File: config.mk
export PLATFORM = sky130hd
export DESIGN_NAME = vga_frame_regs
export DESIGN_NICKNAME = d
export VERILOG_FILES = /design/src/rtl/vga_frame_regs.sv
export SDC_FILE = /design/constraint.sdc
export NUM_CORES = 1
export LEC_CHECK = 0
export CORE_MARGIN = 1
export CORE_UTILIZATION = 46
export DETAILED_ROUTE_END_ITERATION = 8
export MAX_ROUTING_LAYER = met4
export PLACE_DENSITY = 0.84
export SETUP_SLACK_MARGIN = 0.4
export SLEW_MARGIN = 30
export SYNTH_ARGS = -nofsm -noshare
export SYNTH_HDL_FRONTEND = slang
export SYNTH_SLANG_ARGS = --single-unit
File: constraint.sdc
create_clock -name clk -period 7.95 [get_ports clk]
set_clock_uncertainty 0.05 [all_clocks]
set_input_delay 2.385 -clock clk [delete_from_list [all_inputs] [get_ports clk]]
set_output_delay 2.385 -clock clk [all_outputs]
set_load 0.01 [all_outputs]
File: src/rtl/vga_frame_regs.sv
// Avalon shadow registers with a per-frame commit at the start of vblank, plus animation and BCD score.
// Optional macro VGA_FRAME_IRQ_EN enables a sticky frame interrupt acknowledged at address 15.
module vga_frame_regs #(
    parameter int VACTIVE   = 480,
    parameter int ANIM_DIV  = 6,
    parameter int SCORE_DIV = 4
) (
    input  logic        clk,
    input  logic        reset,
    input  logic        chipselect,
    input  logic        write,
    input  logic [8:0]  address,
    input  logic [31:0] writedata,
    input  logic [10:0] hcount,
    input  logic [9:0]  vcount,
    output logic [49:0] spr_x,
    output logic [49:0] spr_y,
    output logic [7:0]  score_x,
    output logic [7:0]  score_y,
    output logic [11:0] score_bcd,
    output logic [1:0]  anim_phase,
    output logic        frame_start,
    output logic        frame_irq
);

    localparam int AW = $clog2(ANIM_DIV + 1);
    localparam int SW = $clog2(SCORE_DIV + 1);
    localparam logic [49:0] X_RST = {10'd100, 10'd500, 10'd300, 10'd200, 10'd100};
    localparam logic [49:0] Y_RST = {10'd400, 10'd100, 10'd300, 10'd150, 10'd100};

    logic            commit;
    logic            wr;
    logic [4:0][9:0] sh_x;
    logic [4:0][9:0] sh_y;
    logic [7:0]      sh_sx;
    logic [7:0]      sh_sy;
    logic [11:0]     ld_val;
    logic            ld_pend;
    logic            run;
    logic            clr;
    logic [AW-1:0]   anim_cnt;
    logic [SW-1:0]   score_cnt;
    logic            anim_wrap;
    logic            score_tick;
    logic            unused;

    assign commit      = !reset && vcount == 10'(VACTIVE) && hcount == 11'd0;
    assign wr          = chipselect && write;
    assign frame_start = commit;
    assign anim_wrap   = anim_cnt == AW'(ANIM_DIV - 1);
    assign score_tick  = score_cnt == SW'(SCORE_DIV - 1);
    assign unused      = ^writedata[31:12];

    function automatic logic [3:0] clamp9(input logic [3:0] d);
        return (d > 4'd9) ? 4'd9 : d;
    endfunction

    function automatic logic [11:0] bcd_inc(input logic [11:0] v);
        logic [3:0] o, t, h;
        o = v[3:0];
        t = v[7:4];
        h = v[11:8];
        if (o != 4'd9) begin
            o = o + 4'd1;
        end else begin
            o = 4'd0;
            if (t != 4'd9) begin
                t = t + 4'd1;
            end else begin
                t = 4'd0;
                h = (h == 4'd9) ? 4'd0 : h + 4'd1;
            end
        end
        return {h, t, o};
    endfunction

    // Shadow side: a write landing on the commit cycle wins over the flag drop
    always_ff @(posedge clk) begin
        if (reset) begin
            sh_x    <= X_RST;
            sh_y    <= Y_RST;
            sh_sx   <= 8'd25;
            sh_sy   <= 8'd41;
            ld_val  <= 12'd0;
            ld_pend <= 1'b0;
            run     <= 1'b0;
            clr     <= 1'b0;
        end else begin
            if (commit) begin
                ld_pend <= 1'b0;
                clr     <= 1'b0;
            end
            if (wr && address < 9'd10) begin
                if (address[0]) sh_y[address[3:1]] <= writedata[9:0];
                else            sh_x[address[3:1]] <= writedata[9:0];
            end else if (wr) begin
                case (address)
                    9'd10: begin
                        ld_val  <= {clamp9(writedata[11:8]), clamp9(writedata[7:4]),
                                    clamp9(writedata[3:0])};
                        ld_pend <= 1'b1;
                    end
                    9'd11: begin
                        run <= writedata[0];
                        clr <= writedata[1];
                    end
                    9'd12:   sh_sx <= writedata[7:0];
                    9'd13:   sh_sy <= writedata[7:0];
                    default: ;
                endcase
            end
        end
    end

    always_ff @(posedge clk) begin
        if (reset) begin
            spr_x      <= X_RST;
            spr_y      <= Y_RST;
            score_x    <= 8'd25;
            score_y    <= 8'd41;
            score_bcd  <= 12'd0;
            anim_phase <= 2'd0;
            anim_cnt   <= '0;
            score_cnt  <= '0;
        end else if (commit) begin
            spr_x     <= sh_x;
            spr_y     <= sh_y;
            score_x   <= sh_sx;
            score_y   <= sh_sy;
            anim_cnt  <= anim_wrap ? '0 : anim_cnt + 1'b1;
            score_cnt <= score_tick ? '0 : score_cnt + 1'b1;
            if (anim_wrap) anim_phase <= anim_phase + 2'd1;
            if (clr)                     score_bcd <= 12'd0;
            else if (ld_pend)            score_bcd <= ld_val;
            else if (run && score_tick)  score_bcd <= bcd_inc(score_bcd);
        end
    end

`ifdef VGA_FRAME_IRQ_EN
    always_ff @(posedge clk) begin
        if (reset)                          frame_irq <= 1'b0;
        else if (commit)                    frame_irq <= 1'b1;
        else if (wr && address == 9'd15)    frame_irq <= 1'b0;
    end
`else
    assign frame_irq = 1'b0;
`endif

endmodule

==> metrics, run 1 <==
timing startpoint of the critical path vcount[1]; number of synthesized flops with an enable pin 0; Synth top cells by count 450 x sky130_fd_sc_hd__nand2_1, 267 x sky130_fd_sc_hd__dfxtp_1, 160 x sky130_fd_sc_hd__a21oi_1, 84 x sky130_fd_sc_hd__nand3_1, 73 x sky130_fd_sc_hd__clkbuf_1; number of buffer cells added on primary ports 176; Worst-Skew Late Latency 0.52 ns; die span in x 149.4 microns; detail-routed via count per cell 5.409; depth of the worst register-to-register path 5; endpoints failing hold 0; Tmin final just over 7 ns; total non-filler cell area in the finished layout between 10000 and 15000 sq um; total DRC errors in the routed layout 0; fraction of layout instances using a drive strength above 1 0.04354; count of distinct cell types in the synthesized netlist 51; CTS resizes 0; net count after synthesis 1313; final number of setup-violating endpoints 0; # rows 53; via count of the routed design ~8900; # H-tree levels 1; Critical Path Stages 6; GR Util All Layers 0.2437; worst reg2reg path startpoint score_bcd[7]; number of nets in the finished design between 1000 and 1500; GRT Residual Overflow 0; kind of end point of the critical path primary output; critical register-to-register path endpoint score_bcd[10]; detailed-routing iteration count for the pre-antenna-repair pass 5; CTS root buf sky130_fd_sc_hd__clkbuf_16; register-to-register setup slack approximately 5.8 ns; #FFs+latches synth roughly 270; Top Family by Delay on Critical Path buffers and inverters; number of antenna cells inserted 0; starting density of the core 0.4723; unrepaired setup endpoints after global routing false; cells traversed along the worst timing path clkdlybuf4s50_1, nor4_1, and4_1, nand2_4, inv_4, clkdlybuf4s50_1; path category of the worst min-delay check register to register; clock-pin transition on the worst setup and hold timing paths 0.06 ns; Synth Cell Area roughly 10000 sq um; period utilisation layout 0.8872; gate count after technology mapping roughly 1200; Clock Tree Buf Depth 3; Ys Warns 0; top_reg_cell synth sky130_fd_sc_hd__dfxtp_1; share of synthesized area occupied by flip-flops and latches 0.5349; post-synth top area cell sky130_fd_sc_hd__dfxtp_1; most used cell, CP sky130_fd_sc_hd__clkdlybuf4s50_1; Filler cells roughly 1800; number of DRC violations after detailed-routing iteration 0 ~610; async set or reset register ratio after synthesis 0; CTS tree built; final cell utilization of the core 0.5989; pin count of the biggest net entering global routing 108; most used standard cell by instance count after synthesis sky130_fd_sc_hd__nand2_1; slowest stage cell on the critical path sky130_fd_sc_hd__clkdlybuf4s50_1; kind of critical path input port to primary output; max-cap check violation count 0; GP Congestion 0.8600; quantity of hold-fixing buffers added after cts 0; Total Neg Setup Slack 0 ns; kind of launch point of the worst setup path input port; outcome finished, final reports clean; full die area 22320 sq um; chip height ~150 microns; total core area around 21000 sq um; VDD IR max 0.1402 mV; Crit path arrival time approximately 4.6 ns; top cell type's share of synthesized area 0.5349; number of sinks driven by the clock tree 267; average size of a mapped cell 8.019 sq um; headroom to the max-slew limit 0.3534; Setup crit end frame_start; half-perimeter wire length of the detailed placement result roughly 17000 microns; first-pass GRT wire length between 40000 and 50000 microns; Final Slew Violations 0; count of pins on the block boundary ~200; detailed-route wire length per cell between 15 and 20 microns; Area contributors post-synth sky130_fd_sc_hd__dfxtp_1 53%, sky130_fd_sc_hd__nand2_1 17%, sky130_fd_sc_hd__a21oi_1 8.0%; hold path cells 2; peak clock frequency supported by timing between 100 and 150 MHz; peak fanout along the critical path 27; required time at the worst-slack endpoint about 5.5 ns; routed wire length approximately 27000 microns; slew at the pin closest to its max-slew limit approximately 0.97 ns; power per standard cell area roughly 210 nW/um^2; slowest cell delay on critical path approximately 0.6 ns; number of antenna violations at the first check in global routing 0; total buffers and inverters traversed by the critical path 3; Hold WS slightly below 0.4 ns; post-CTS repair timing setup buffer count 0; leakage component of the power approximately 4.6 nW; vias in the first global route between 8000 and 9000; Design Power 2.696 mW; instance area at placement around 12000 sq um; number of CTS-inserted buffers 27; DRT antenna net count 0; Layout Area Growth over Synthesis 26.80%
## cell usage in the layout, fill, tap and decap left out, types with 3 or more instances in the layout
| cell | synthesis | final |
|---|---|---|
| sky130_fd_sc_hd__nand2_1 | 450 | 449 |
| sky130_fd_sc_hd__dfxtp_1 | 267 | 267 |
| sky130_fd_sc_hd__clkdlybuf4s50_1 | 0 | 175 |
| sky130_fd_sc_hd__a21oi_1 | 160 | 160 |
| sky130_fd_sc_hd__nand3_1 | 84 | 84 |
| sky130_fd_sc_hd__mux2i_1 | 32 | 32 |
| sky130_fd_sc_hd__nor2_1 | 32 | 31 |
| sky130_fd_sc_hd__clkbuf_16 | 0 | 27 |
| sky130_fd_sc_hd__inv_1 | 10 | 10 |
| sky130_fd_sc_hd__nand3b_1 | 9 | 9 |
| sky130_fd_sc_hd__clkbuf_8 | 0 | 9 |
| sky130_fd_sc_hd__o21ai_0 | 8 | 8 |
| sky130_fd_sc_hd__and2_1 | 8 | 8 |
| sky130_fd_sc_hd__nand4_1 | 7 | 7 |
| sky130_fd_sc_hd__nor2b_1 | 6 | 6 |
| sky130_fd_sc_hd__o211ai_1 | 6 | 6 |
| sky130_fd_sc_hd__and3_1 | 5 | 5 |
| sky130_fd_sc_hd__nor4_1 | 5 | 5 |
| sky130_fd_sc_hd__clkinv_2 | 0 | 5 |
| sky130_fd_sc_hd__nand2b_1 | 4 | 4 |
| sky130_fd_sc_hd__or3_1 | 4 | 4 |
| sky130_fd_sc_hd__or4_1 | 4 | 4 |
| sky130_fd_sc_hd__and4_1 | 3 | 3 |
| sky130_fd_sc_hd__xnor2_1 | 3 | 3 |
| sky130_fd_sc_hd__nor3_1 | 3 | 3 |
| sky130_fd_sc_hd__o22ai_1 | 3 | 3 |
| sky130_fd_sc_hd__o21bai_1 | 3 | 3 |
| sky130_fd_sc_hd__clkinvlp_4 | 0 | 3 |
| sky130_fd_sc_hd__buf_6 | 0 | 3 |
| sky130_fd_sc_hd__buf_4 | 4 | 3 |
## metrics by stage
step,cells,setup slack (ns)
floorplan,1246,1.776
global placement,1606,0.9963
detailed placement,1606,0.9229
CTS,1653,0.9217
global route,1653,0.7355
finish,1653,0.8964
## routing by layer
layer  global-route usage  share of wire  vias up  wire length, microns
li1                     -              -     4325                     -
met1               0.3028           0.42     4246                 11420
met2               0.4009           0.48      312                 13030
met3              0.03547          0.060       58                  1604
met4              0.08878          0.031        0                   839
met5                    -              0        -                     0
## logic make-up (layout without fill, tap and decap cells)
group                      after synthesis  after routing  synth area share
AOI/OAI and AO/OA                      202            202            0.1122
DFF                                    267            267            0.5349
and+or+nand+nor                        630            630            0.2710
other                                    1              1         0.0003753
adders and majority gates                1              1          0.001252
muxes                                   32             32           0.03206
xor gates and xnor gates                 4              4          0.003507
buffers and inverters                  109            241           0.04470
## area by class of cell
class	count	area [sq um]	share of cell area
clock buffers	37	803.3	0.06340
inverters	13	51.30	0.004049
well taps	275	344.1	0.02716
multi-input cells	870	4210	0.3323
clock inverters	10	107.6	0.008493
repair buffers	181	1808	0.1427
flip-flops and latches	267	5345	0.4219
## worst reg2reg max path, delay by kind of cell (launching register included)
kind / cells / cell delay [ns]
AND/OR/NAND/NOR: 3 / 1.01
flip-flops: 1 / 0.45
AO/OA/AOI/OAI: 2 / 0.53
## flip-flops by register name, indices dropped and copies added (netlist names)
signal / flops
anim_cnt: 3
spr_x: 50
sh_x: 50
sh_sy: 8
anim_phase: 2
sh_y: 50
spr_y: 50
ld_val: 12
clr: 1
score_x: 8
score_cnt: 3
run: 1
score_y: 8
score_bcd: 12
ld_pend: 1
sh_sx: 8
## worst min-delay path by stage
stage,slack [ns],startpoint,end
floorplan,0.38,sh_sx[1],score_x[1]
global placement,0.39,sh_x[48],spr_x[48]
detailed placement,0.39,sh_x[49],spr_x[49]
CTS,0.40,sh_x[49],spr_x[49]
global route,0.42,sh_sx[1],score_x[1]
finish,0.40,sh_x[49],spr_x[49]
## report_power, final
part	switching, mW	internal [mW]
Clock	0.515	0.767
Sequential	0.000177	1.34
Combinational	0.0509	0.0247
Total	0.567	2.13
Note: power is estimated with default switching activity, not from simulation.
==> run 2, diff against run 1 <==
Settings changed: GPL_ROUTABILITY_DRIVEN set to 0.
==> results of run 2 <==
Same layout as run 1: the final DEF is identical, and so are final timing and power.
